[src/rtl/write_port_arbiter.sv]
// Line-granular round-robin scheduler sharing one pixel-pair write port between two
// filter pipelines; the port stays locked to its owner for a whole image line.
module write_port_arbiter #(
    parameter int WIDTH  = 768,
    parameter int HEIGHT = 512
) (
    input  logic        HCLK,
    input  logic        HRESETn,
    input  logic        start,
    input  logic [1:0]  en,
    input  logic        req0_valid,
    input  logic [47:0] req0_data,
    output logic        req0_ready,
    input  logic        req1_valid,
    input  logic [47:0] req1_data,
    output logic        req1_ready,
    input  logic        wr_ready,
    output logic        out_valid,
    output logic [47:0] out_data,
    output logic        out_sel,
    output logic        out_last,
    output logic [15:0] out_line,
    output logic [1:0]  frame_done,
    output logic        all_done
);

    localparam int BEATS = WIDTH / 2;
    localparam int BW    = (BEATS > 1) ? $clog2(BEATS) : 1;
    localparam int LW    = $clog2(HEIGHT + 1);

    typedef enum logic [1:0] {IDLE, ARB, LINE, DONE} state_t;

    state_t          state, state_nxt;
    logic   [1:0]    done;
    logic   [BW-1:0] beat     [2];
    logic   [LW-1:0] line_cnt [2];
    logic            sel;
    logic            last_grant;

    logic            start_ok;
    logic   [1:0]    cand;
    logic            grant;
    logic            cur_valid;
    logic            xfer;
    logic            beat_last;
    logic   [LW-1:0] line_nxt;
    logic   [1:0]    done_upd;

    assign start_ok  = start && (state == IDLE || state == DONE);
    assign cand      = {req1_valid & ~done[1], req0_valid & ~done[0]};
    // Two candidates: the one that did not win last time; otherwise the sole candidate.
    assign grant     = (cand == 2'b11) ? ~last_grant : cand[1];
    assign cur_valid = sel ? req1_valid : req0_valid;
    assign xfer      = (state == LINE) && cur_valid && wr_ready;
    assign beat_last = (beat[sel] == BW'(BEATS - 1));
    assign line_nxt  = line_cnt[sel] + LW'(1);
    assign done_upd  = done | ((line_nxt == LW'(HEIGHT)) ? (2'b01 << sel) : 2'b00);

    // NOTE: sequential state uses non-blocking assignments so every register samples
    // pre-edge values regardless of process ordering.
    always_ff @(posedge HCLK or negedge HRESETn) begin
        if (!HRESETn) state <= IDLE;
        else          state <= state_nxt;
    end

    always_comb begin
        // NOTE: default assignment first so no path leaves state_nxt unassigned (no latch).
        state_nxt = state;
        unique case (state)
            IDLE, DONE: if (start_ok) state_nxt = (en == 2'b00) ? DONE : ARB;
            ARB:        if (|cand) state_nxt = LINE;
            LINE:       if (xfer && beat_last) state_nxt = (&done_upd) ? DONE : ARB;
            default:    state_nxt = IDLE;
        endcase
    end

    // NOTE: the per-requester counters are a handful of flops, not a memory, so they
    // are reset with everything else to discard a partial line.
    always_ff @(posedge HCLK or negedge HRESETn) begin
        if (!HRESETn) begin
            done       <= 2'b00;
            sel        <= 1'b0;
            last_grant <= 1'b1;
            for (int i = 0; i < 2; i++) begin
                beat[i]     <= '0;
                line_cnt[i] <= '0;
            end
        end else if (start_ok) begin
            done       <= ~en;
            last_grant <= 1'b1;
            for (int i = 0; i < 2; i++) begin
                beat[i]     <= '0;
                line_cnt[i] <= '0;
            end
        end else if (state == ARB && |cand) begin
            sel        <= grant;
            last_grant <= grant;
        end else if (xfer) begin
            if (beat_last) begin
                beat[sel]     <= '0;
                line_cnt[sel] <= line_nxt;
                done          <= done_upd;
            end else begin
                beat[sel] <= beat[sel] + BW'(1);
            end
        end
    end

    always_comb begin
        req0_ready = 1'b0;
        req1_ready = 1'b0;
        out_valid  = 1'b0;
        out_data   = '0;
        out_last   = 1'b0;
        if (state == LINE) begin
            req0_ready = ~sel & wr_ready;
            req1_ready = sel & wr_ready;
            out_valid  = cur_valid;
            out_data   = sel ? req1_data : req0_data;
            out_last   = beat_last;
        end
    end

    assign out_sel    = sel;
    assign out_line   = 16'(line_cnt[sel]);
    assign frame_done = done;
    assign all_done   = (state == DONE);

endmodule

[config.mk]
export PLATFORM = sky130hd
export DESIGN_NAME = write_port_arbiter
export DESIGN_NICKNAME = d
export VERILOG_FILES = /design/src/rtl/write_port_arbiter.sv
export SDC_FILE = /design/constraint.sdc
export NUM_CORES = 1
export LEC_CHECK = 0
export ABC_AREA = 1
export ABC_CLOCK_PERIOD_IN_PS = 3000
export CORE_MARGIN = 2
export CORE_UTILIZATION = 41
export DETAILED_ROUTE_END_ITERATION = 7
export PLACE_DENSITY = 0.89
export SYNTH_ARGS = -nofsm -noshare
export SYNTH_HDL_FRONTEND = slang
export SYNTH_SLANG_ARGS = --single-unit
[constraint.sdc]
create_clock -name HCLK -period 3 [get_ports HCLK]
set_input_delay 0.75 -clock HCLK [delete_from_list [all_inputs] [get_ports HCLK]]
set_output_delay 0.75 -clock HCLK [all_outputs]
set_load 0.02 [all_outputs]
Yosys cells after proc, flatten, opt, wreduce, memory -nomap -nowiden:

Cells that the tools add are included.

* equality and inequality tests: 10
* reductions and logical operators: 19
* bitwise operators: 14
* add/sub/neg operators: 2
* magnitude comparators: 2
* shift operators: 1
* mux-type cells: 41

Operators by type and width (number)
* 2-to-1 mux 48 bit: 2
* 2-to-1 mux 20 bit: 4
* 2-to-1 mux 18 bit: 4
* 2-to-1 mux 10 bit: 4
* 2-to-1 mux 9 bit: 4
* bitwise mux 20 bit: 1
* 2-to-1 mux 2 bit: 10
* AND 18 bit: 1
* bitwise mux 18 bit: 1
* NOT 18 bit: 1
* adder 10 x 1 -> 10 bit, second input constant: 1
* demux 10 bit (select 1 bit): 1
* equality test 10 bit, second input constant: 1
* adder 9 x 1 -> 9 bit, second input constant: 1
* demux 9 bit (select 1 bit): 1
* equality test 9 bit, second input constant: 1
* 2-to-1 mux 1 bit: 8
* equality test 2 bit, second input constant: 3
* logical AND 1 bit: 6
* inequality test 2 bit, second input constant: 3
* one-hot mux 2 bit (3 select lines): 1
* AND reduction 2 bit: 3
* AND reduction 3 bit: 2
* nonzero test 2 bit: 3
* other kinds (13): 22

* word-level logic and storage cells: 97
* bits of input ports: 104
* output and inout bits: 72
* register bits after elaboration: 44

Logic depth before layout (Yosys ltp):

* word-level depth: 12
* mapped depth: 19
* mapped depth without buffers: 18

Least setup slack after synthesis:

OpenSTA, ideal clock, no wires.

* path type: register to output
* start: register sel (netlist: out_sel)
* end: output port out_last
* setup slack: 45 ps
* stages on the path, launching flop included: 15
* path buffers: 3
* data arrival time: 2205 ps
* required time: 2250 ps
* cells stage by stage: dfrtp_1 -> buf_6 -> buf_6 -> buf_4 -> o21ai_1 -> inv_1 -> ha_1 -> inv_1 -> nor2_2 -> nand3_2 -> nor2_2 -> nand2_2 -> nor2_8 -> inv_4 -> nor2_1

* word-level cells in the longest chain between the ends: 6

RTL lines
* from (decl): line 37 `logic sel;`
* from (signal assigned): line 96 `sel <= grant;`
* NOT 1 -> 2 bit (implied by the code): line 55 `assign beat_last = (beat[sel] == BW'(BEATS - 1));`
* 2-to-1 mux 9 bit (implied by the code) (3 in series): line 55
* equality test 9 bit: line 55
* 2-to-1 mux 1 bit: line 115 `if (state == LINE) begin`
* to (decl): line 21 `output logic out_last,`

No other way between the ends. The select of a mux whose other input is x is not followed.

Worst setup path after layout:

* start: register sel (netlist: out_sel)
* end: output port out_line[0]

* word-level cells in the longest chain between the ends: 4

RTL lines
* NOT 1 -> 2 bit (implied by the code): line 125 `assign out_line = 16'(line_cnt[sel]);`
* 2-to-1 mux 10 bit (implied by the code) (3 in series): line 125
* to (decl): line 22 `output logic [15:0] out_line,`

No other way between the ends. The select of a mux whose other input is x is not followed.

==> summary.txt <==
Yosys
  • Flops & latches, synth: 44
  • Cell Area, Synth: 0.00348 sq mm
  • Cells after synthesis: 536
  • Primary FF master, synth: dfrtp_1
  • Netlist cell types: 43
  • Seq/Total Area, Yosys: 31.6%
  • Avg Synthesized Cell Area: 6.50 sq um
  • Share of synthesized flip-flops with an asynchronous set or reset: 100%
  • Yosys Warn Count: 0
  • Number of synthesized flops with an enable pin: 0

Setup path
  • CP top delay family: buffers and inverters
  • Crit-path cells: buf_12 > buf_6 > inv_4 > nand2_1 > nand2_1 > buf_4 > clkdlybuf4s50_1
  • Reg2Reg Setup Slack: 0.28 ns
  • Reg2Reg Launch Point: out_sel$_DFFE_PN0P_
  • Crit Path Category: flip-flop to output port
  • Crit Path Max Fanout: 29
  • R2r worst-path depth: 18
  • Cell count along the critical path: 7
  • Crit path required time: 2.25 ns
  • Reg2reg end: state[1]$_DFFE_PN0P_
  • Startpoint types: flip-flop
  • Most frequent CP cell: nand2_1
  • Crit path from: out_sel$_DFFE_PN0P_
  • CP max stage delay: 0.60 ns
  • CP Capture Type: output port
  • Arrival time worst endpoint: 2.16 ns
  • Crit path to: out_line[0]
  • Worst path bufs/invs: 5
  • Critical-path top delay cell: clkdlybuf4s50_1

STA
  • Final hold slack: 0.482 ns
  • Final Hold Fails: 0
  • Worst slew pin tran: 0.968 ns
  • Clock period minus worst slack: 2.91 ns
  • Unrepaired setup endpoints after global routing: no
  • Fin worst setup slack: 0.0869 ns
  • Fin. max-slew vios: 0
  • FMAX: 343 MHz
  • Rel. slew slack: 35.5%
  • Final cycle utilization of the critical path: 97.1%
  • Setup violations, final: 0
  • Setup TNS: 0 ns
  • Worst Clk Skew: 0.0123 ns

Placement
  • Pre-CTS worst setup slack: 0.0465 ns
  • Port Buffers: 169
  • Placer congestion estimate: 0.975
  • Placed Area: 0.00534 sq mm
  • Post-detail-place hpwl: 9.61 mm

Route
  • Drt via density: 5.20
  • Initial detailed-routing violation count: 240
  • 1st-pass router iterations: 7
  • ANT nets after route: 0
  • Routed Wire Length: 12.2 mm
  • Vias: 4,235
  • DR WL/cell: 15.0 um
  • DRC viols: 0

Status
  • Status: complete, no violations

Power and ir drop
  • Seq pwr share: 20.1%
  • Peak VDD IR: 0.337 mV
  • Clk pwr share: 12.1%
  • Leakage: 2.70 nW
  • Sw frac: 50.6%
  • NetSw: 1.89 mW
  • Total power: 3.73 mW
  • Pwr dens: 692 mW/mm^2
  • Power Internal: 1.84 mW
  • Logic pwr share: 67.7%

Clock network
  • TritonCTS Buffers: 5
  • CTS root buf: clkbuf_8
  • CTS clock-pin slew for the worst setup and hold paths: 0.09 ns
  • H-Tree Level Count: 2
  • # clock sinks: 44
  • CTS tree: yes
  • Worst-Skew Late Latency: 0.31 ns
  • CTS max path bufs: 2
  • Cts hold-fix bufs: 0

Global routing
  • GR Overflow Total: 0
  • Largest net degree at the start of global routing: 52
  • Vias in the first global route: 3,984
  • Initial antenna violation count: 0
  • Global-route wire length before repair: 18.5 mm
  • Total GRT Usage: 25.5%

Finish
  • Layout cells sized above 1: 9.87%
  • Finished Cell Area: 0.00540 sq mm
  • Most frequent cells in the layout: 201 x nand2_1, 116 x clkdlybuf4s50_1, 63 x nand3_1, 50 x dlygate4sd2_1, 46 x inv_1
  • Net count, final: 819
  • Most common cell after layout, fill and taps aside: nand2_1
  • Fillers: 652
  • Area grow syn2layout: 54.8%
  • # diodes: 0

Floorplanning
  • Die area: 0.00925 sq mm
  • Initial Utilization: 42.4%
  • Core area: 0.00822 sq mm
  • Die H: 96.2 um
  • # rows: 33
  • Top Ports: 176
  • DIE WIDTH: 96.2 um

Worst hold path
  • Hold WC Path Type: flip-flop to flip-flop

Run
  • Maximum capacitance violations: 0
stage by stage:
stage / utilization [%] / instances
final: 65.7 / 814
after global routing: 65.7 / 814
after CTS: 65.6 / 814
after detailed placement: 65.0 / 806
after global placement: 65.0 / 806
after floorplan: - / 541
kinds of logic after synthesis:
kind of cell / after synthesis / share of synthesized area, %
AO/OA/AOI/OAI: 77 / 12.9
XOR/XNOR: 5 / 1.26
adder cells (fa/ha/maj): 7 / 2.51
buffers and inverters: 84 / 10.9
flip-flops: 44 / 31.6
other: 1 / 0.108
AND/OR/NAND/NOR: 318 / 40.8
Yosys cell counts (2+ instances only):
library cell / instances / area share [%]
clkbuf_1: 13 / 1.4
o22ai_1: 7 / 1.3
nand4_1: 3 / 0.54
nand2_2: 8 / 1.4
nor2_2: 7 / 1.3
inv_2: 7 / 0.75
o21ai_2: 2 / 0.50
xor2_1: 3 / 0.75
nand2_1: 201 / 22
o21ai_0: 10 / 1.4
a21oi_1: 3 / 0.43
nor3_1: 4 / 0.57
buf_6: 4 / 1.3
o21ai_1: 40 / 5.7
nand3_1: 63 / 9.0
buf_1: 4 / 0.43
o21a_1: 2 / 0.43
o32ai_1: 3 / 0.75
nor2_4: 4 / 1.3
dfrtp_1: 43 / 31
ha_1: 7 / 2.5
nand3_2: 3 / 0.86
inv_1: 46 / 5.0
nor2_1: 19 / 2.0
o21bai_1: 2 / 0.43
o31ai_1: 3 / 0.65
xnor2_1: 2 / 0.50
buf_4: 8 / 1.7
registers in the layout, indices dropped and copies added (netlist names):
signal / count
frame_done: 2
last_grant: 1
beat: 18
line_cnt: 20
out_sel: 1
state: 2
layer usage:
| layer | global-route usage [%] | up-vias | wire length [um] |
|---|---|---|---|
| met3 | 4.62 | 32 | 669 |
| met1 | 32.0 | 1965 | 4890 |
| met2 | 42.8 | 183 | 6230 |
| met4 | 10.7 | 0 | 414 |
| li1 | - | 2055 | - |
| met5 | 0 | - | 0 |
layout make-up:
class | instances | area [sq um] | area share (%)
Multi-Input combinational cell | 413 | 2020 | 37.5
Clock buffer | 6 | 72.6 | 1.35
Timing Repair Buffer | 189 | 1820 | 33.7
Tap cell | 105 | 131 | 2.44
Clock inverter | 2 | 35.0 | 0.649
Inverter | 55 | 213 | 3.94
Sequential cell | 44 | 1100 | 20.5
worst register-to-register path, stage by stage, from the launching register on:
cell,delay (ns)
dfrtp_2,0.47
buf_12,0.17
buf_6,0.18
inv_4,0.16
nand2_1,0.08
nand2_1,0.09
ha_1,0.22
nand3_1,0.14
nor2_4,0.15
nand2_1,0.07
nand2_1,0.11
nand3_1,0.11
nor2_1,0.18
nand4_1,0.11
nand2_1,0.10
nand3_1,0.08
nand2_1,0.07
nand2_1,0.05
a21oi_1,0.11
how the worst min path moves through the flow:
stage / startpoint / end / slack [ns] / cells after the start
finish: line_cnt[10]$_DFFE_PN0P_ / line_cnt[10]$_DFFE_PN0P_ / 0.48 / 1
global route: line_cnt[10]$_DFFE_PN0P_ / line_cnt[10]$_DFFE_PN0P_ / 0.51 / 1
CTS: line_cnt[10]$_DFFE_PN0P_ / line_cnt[10]$_DFFE_PN0P_ / 0.48 / 1
detailed placement: line_cnt[10]$_DFFE_PN0P_ / line_cnt[10]$_DFFE_PN0P_ / 0.47 / 1
global placement: line_cnt[19]$_DFFE_PN0P_ / line_cnt[19]$_DFFE_PN0P_ / 0.47 / 2
floorplan: HRESETn / beat[0]$_DFFE_PN0P_ / 0.45 / 0
power by group through the flow:
stage,Combinational (mW),Sequential [mW],Clock (mW)
global placement,2.58,0.758,0
global route,2.72,0.760,0.481
floorplan,1.61,0.759,0
finish,2.53,0.752,0.453
detailed placement,2.65,0.764,0
CTS,2.51,0.752,0.455
timing repair:
action,CTS,global route
buffers inserted,0,0
resized for setup,53,5
setup endpoints to repair,56,9
Note: power is estimated with default switching activity, not from simulation.
